### src/rtl/rr_arbiter4_if.sv
// Request/grant bundle between the requester blocks and the round-robin arbiter.
// The master side drives enable and requests; the slave side returns the grant.
interface rr_arbiter4_if;
    logic       io_en;
    logic [3:0] io_req;
    logic [3:0] io_grant;
    logic [1:0] io_idx;
    logic       io_valid;
    logic       io_timeout;

    modport master (
        output io_en,
        output io_req,
        input  io_grant,
        input  io_idx,
        input  io_valid,
        input  io_timeout
    );

    modport slave (
        input  io_en,
        input  io_req,
        output io_grant,
        output io_idx,
        output io_valid,
        output io_timeout
    );
endinterface

### src/rtl/rr_arbiter4.sv
// Four-requester round-robin arbiter with a registered one-hot grant and encoded index.
// Define ARB_TIMEOUT_EN to revoke a grant after MAX_HOLD consecutive cycles of ownership.
module rr_arbiter4 #(
    parameter int MAX_HOLD = 8
) (
    input  logic          clock,
    input  logic          reset,
    rr_arbiter4_if.slave  io
);
    // state | meaning
    // IDLE  | no owner, grant/idx/valid all zero
    // BUSY  | idx_q owns the resource, grant_q is its one-hot
    typedef enum logic {IDLE, BUSY} state_t;

    state_t     state_q, state_d;
    logic [3:0] grant_q, grant_d;
    logic [1:0] idx_q, idx_d;
    logic [1:0] ptr_q, ptr_d;
    logic [2:0] pick_req;
    logic       take;
    logic [1:0] take_idx;

    if (MAX_HOLD < 1 || MAX_HOLD > 255) begin : g_bad_max_hold
        $error("rr_arbiter4: MAX_HOLD must be within 1..255");
    end

    // Returns {found, index}: first set bit of mask scanning from ptr upward with wrap.
    function automatic logic [2:0] pick(input logic [3:0] mask, input logic [1:0] ptr);
        logic [2:0] res;
        logic [1:0] i;
        res = '0;
        for (int k = 3; k >= 0; k--) begin
            i = ptr + 2'(k);
            if (mask[i]) res = {1'b1, i};
        end
        return res;
    endfunction

`ifdef ARB_TIMEOUT_EN
    logic [7:0] hold_cnt_q, hold_cnt_d;
    logic       timeout_q, timeout_d;
    logic [2:0] pick_to;
`endif

    always_comb begin
        state_d  = state_q;
        grant_d  = grant_q;
        idx_d    = idx_q;
        ptr_d    = ptr_q;
        take     = 1'b0;
        take_idx = 2'd0;
        pick_req = pick(io.io_req, ptr_q);
`ifdef ARB_TIMEOUT_EN
        hold_cnt_d = hold_cnt_q;
        timeout_d  = 1'b0;
        pick_to    = pick(io.io_req & ~grant_q, ptr_q);
`endif
        if (!io.io_en) begin
            state_d = IDLE;
            grant_d = '0;
            idx_d   = '0;
`ifdef ARB_TIMEOUT_EN
            hold_cnt_d = '0;
`endif
        end else if (state_q == IDLE) begin
            take     = pick_req[2];
            take_idx = pick_req[1:0];
        end else if (io.io_req[idx_q]) begin
`ifdef ARB_TIMEOUT_EN
            // Forced revoke only hands over to someone else; a lone owner keeps it.
            if (hold_cnt_q == 8'(MAX_HOLD - 1)) begin
                timeout_d  = 1'b1;
                hold_cnt_d = '0;
                take       = pick_to[2];
                take_idx   = pick_to[1:0];
            end else begin
                hold_cnt_d = hold_cnt_q + 8'd1;
            end
`endif
        end else if (pick_req[2]) begin
            take     = 1'b1;
            take_idx = pick_req[1:0];
        end else begin
            state_d = IDLE;
            grant_d = '0;
            idx_d   = '0;
`ifdef ARB_TIMEOUT_EN
            hold_cnt_d = '0;
`endif
        end

        if (take) begin
            state_d = BUSY;
            grant_d = 4'b0001 << take_idx;
            idx_d   = take_idx;
            ptr_d   = take_idx + 2'd1;
`ifdef ARB_TIMEOUT_EN
            hold_cnt_d = '0;
`endif
        end
    end

    always_ff @(posedge clock) begin
        if (reset) begin
            state_q <= IDLE;
            grant_q <= '0;
            idx_q   <= '0;
            ptr_q   <= '0;
        end else begin
            state_q <= state_d;
            grant_q <= grant_d;
            idx_q   <= idx_d;
            ptr_q   <= ptr_d;
        end
    end

`ifdef ARB_TIMEOUT_EN
    always_ff @(posedge clock) begin
        if (reset) begin
            hold_cnt_q <= '0;
            timeout_q  <= 1'b0;
        end else begin
            hold_cnt_q <= hold_cnt_d;
            timeout_q  <= timeout_d;
        end
    end

    assign io.io_timeout = timeout_q;
`else
    assign io.io_timeout = 1'b0;
`endif

    assign io.io_grant = grant_q;
    assign io.io_idx   = idx_q;
    assign io.io_valid = |grant_q;
endmodule

### src/flat_wrapper.sv
// flat-port wrapper written by rule: the top's interface ports become plain ports
module rr_arbiter4_flat 
#(
    parameter int MAX_HOLD = 8
)
  (clock, reset, io_io_en, io_io_req, io_io_grant, io_io_idx, io_io_valid, io_io_timeout);
  rr_arbiter4_if io_i ();
  input  logic clock;
  input  logic reset;
  input wire logic [$bits(io_i.io_en)-1:0] io_io_en;
  input wire logic [$bits(io_i.io_req)-1:0] io_io_req;
  output wire logic [$bits(io_i.io_grant)-1:0] io_io_grant;
  output wire logic [$bits(io_i.io_idx)-1:0] io_io_idx;
  output wire logic [$bits(io_i.io_valid)-1:0] io_io_valid;
  output wire logic [$bits(io_i.io_timeout)-1:0] io_io_timeout;
  assign io_i.io_en = io_io_en;
  assign io_i.io_req = io_io_req;
  assign io_io_grant = io_i.io_grant;
  assign io_io_idx = io_i.io_idx;
  assign io_io_valid = io_i.io_valid;
  assign io_io_timeout = io_i.io_timeout;
  rr_arbiter4 #(.MAX_HOLD(MAX_HOLD)) u_core (.clock(clock), .reset(reset), .io(io_i));
endmodule
### config.mk
export PLATFORM = sky130hd
export DESIGN_NAME = rr_arbiter4_flat
export DESIGN_NICKNAME = d
export VERILOG_FILES = /design/src/rtl/rr_arbiter4_if.sv /design/src/rtl/rr_arbiter4.sv /design/src/flat_wrapper.sv
export SDC_FILE = /design/constraint.sdc
export NUM_CORES = 1
export LEC_CHECK = 0
export CAP_MARGIN = 15
export CORE_AREA = 2 2 50 52
export DETAILED_ROUTE_END_ITERATION = 10
export DIE_AREA = 0 0 52 54
export PLACE_DENSITY = 0.59
export SETUP_SLACK_MARGIN = 0.4
export SYNTH_ARGS = -nofsm -noshare
export SYNTH_HDL_FRONTEND = slang
export SYNTH_SLANG_ARGS = --single-unit
### constraint.sdc
create_clock -name clock -period 2 [get_ports clock]
set_input_delay 0.4 -clock clock [delete_from_list [all_inputs] [get_ports clock]]
set_output_delay 0.4 -clock clock [all_outputs]
set_load 0.02 [all_outputs]
==> results.ini <==
[logic_synthesis]
avgSynthCellArea_um2 = 9.37
yosys-top-cells-area = dfxtp_1 29%, ha_1 8.1%, a22o_1 5.7%, buf_6 5.5%, mux2i_1 4.9%
seq_area_frac_synth_pct = 29.1
ys_ff_latch = 9
async_flop_share_pct = 0
yosysWarnings = 0
synth_fp_nets = 77
synth_cell_types = 28
synth_edf_count = 0
synth_top_area_share_pct = 29.1
syn_inst = 66
synth_area_um2 = 618
yosys.area.top_type = dfxtp_1
ys.flop_type = dfxtp_1

[die]
ios = 15
design.core.area_um2 = 2320
die_area_um2 = 2810
initial_core_util_pct = 26.6
dieHeight_um = 54
dieWidth_um = 52
row_count = 18

[clock_tree]
cts.clk_slew.worst_paths_ps = 60
cts_hold_buf = 0
cts_buffers = 3
cts_root_buffer = clkbuf_4
cts_sinks = 9
clk_latency_ps = 260
cts_tree = built
cts.htree.levels = 1
cts_buffer_depth = 2

[sta]
finClkSkew_ps = 0.284
finalSetupViolCount = 0
drv_slew = 0
max_freq_mhz = 606
grt_setup_unrepaired = true
fin_crit_ps = 1650
finalSetupTns_ps = 0
finalCritPeriodShare_pct = 82.5
hold_viol = 0

[pwr]
p_per_area_nw_per_um2 = 515
finalPower_uw = 517
peakVddDrop_v = 0.000223
leakage_uw = 0.000414

[setup_path]
r2r_cells = 5
required_ps = 1600
cp.arrival_ps = 1250
crit_fanout = 3
cp-end-kind = output port
crit_type = flip-flop to output port
cp-start-kind = flip-flop

[route]
dr.pass1.iters = 4
ant_nets = 0
wl_um = 1570
dr_total_vias = 612
drt_iter0_markers = 11
routedWlPerCell_um = 12.6
drc = 0
viasPerCell = 4.94

[global_route]
grt_pass1_vias = 564
grt_pass1_wl_um = 2460
globalRoute.totalOverflow = 0
antenna_found_initial = 0
grt_max_degree = 9
track_usage_pct = 12.1

[cells_and_area]
final_area_um2 = 1000
final_util_pct = 43.3
syn_to_final_growth_pct = 62.5
insertedDiodeCount = 0
drive_above_1_share_pct = 53.2
final_common_cell = buf_4
final_cell_mix = 15 x buf_4, 6 x dlygate4sd2_1
fin_nets = 106
n_fill_cell = 228

[placed_design]
portBuffers = 13
place_congestion = 0.709
post-dp-hpwl_um = 1120
place_area_um2 = 863

[hold_path]
hold_depth = 1
min_path_type = flip-flop to flip-flop

[flow_run]
maxCapViolCount = 0

[outcome]
outcome = finished, final reports clean

## stage by stage
stage	setup WS, ps	instances	hold WS, ps
floorplan	249	66	472
global placement	-359	117	484
detailed placement	-370	117	489
CTS	333	123	483
global route	293	124	502
finish	351	124	484
## path summary, 6_finish.rpt
kind,slack [ps],from,to
setup / recovery,350,u_core.io.io_grant[1]$_SDFFE_PP0P_,io_io_valid
hold / removal,480,u_core.io.io_grant[1]$_SDFFE_PP0P_,u_core.io.io_grant[1]$_SDFFE_PP0P_
setup reg to reg,380,u_core.io.io_idx[0]$_SDFFE_PP0P_,u_core.io.io_grant[1]$_SDFFE_PP0P_
hold reg to reg,480,u_core.io.io_grant[1]$_SDFFE_PP0P_,u_core.io.io_grant[1]$_SDFFE_PP0P_
## cell families after synthesis
logic type	synth area share, %
muxes	8.50
AOI/OAI and AO/OA	22.5
and+or+nand+nor	22.7
adders and majority gates	8.10
buffers and inverters	8.50
other	0.607
DFF	29.1
## cell usage after synthesis, types with 2 or more instances
library cell,count
nor3b_1,2
nor3_1,6
a32o_1,2
ha_1,4
nand2_1,2
nand3_1,2
nor2_1,5
nand2b_1,3
a22o_1,4
mux2i_1,3
and3_1,2
dfxtp_1,9
inv_1,3
a21oi_1,3
buf_6,3
## where the power goes
| group | leakage [uW] | total [uW] | internal [uW] | switching (uW) |
|---|---|---|---|---|
| clock | 0.0000150 | 139 | 76.8 | 62.5 |
| combinational | 0.000323 | 174 | 91.5 | 82.6 |
| sequential | 0.0000760 | 204 | 190 | 13.8 |
## registers in the layout, summed over array words and instances (netlist names)
name	cells
u_core.io.io_grant	4
u_core.io.io_idx	2
u_core.state_q	1
u_core.ptr_q	2
## routing by layer
layer	global-route usage (%)	routed length [um]	part of all wire, %	up-vias
li1	-	-	-	302
met1	13.0	623	40	287
met2	21.5	815	52	17
met3	3.33	86	5.5	6
met4	6.58	38	2.4	0
met5	0	0	0	-
## layout make-up
cell class / count / area, um2 / share of cell area [%]
Inverter: 3 / 11.3 / 1.12
Multi-Input combinational cell: 50 / 503 / 50.1
Timing Repair Buffer: 28 / 238 / 23.7
Tap cell: 30 / 37.5 / 3.74
Clock buffer: 4 / 26.3 / 2.62
Sequential cell: 9 / 189 / 18.8
## worst max-delay path: stages, from the launching register on
cell and delay [ps]:
dfxtp_2 320, or4_4 520, buf_6 140
## repair_timing
| item | CTS | global route |
|---|---|---|
| pin swaps | 8 | 5 |
| buffers inserted | 2 | 1 |
| resized for setup | 41 | 17 |
| setup endpoints to repair | 15 | 9 |
Note: power is estimated with default switching activity, not from simulation.
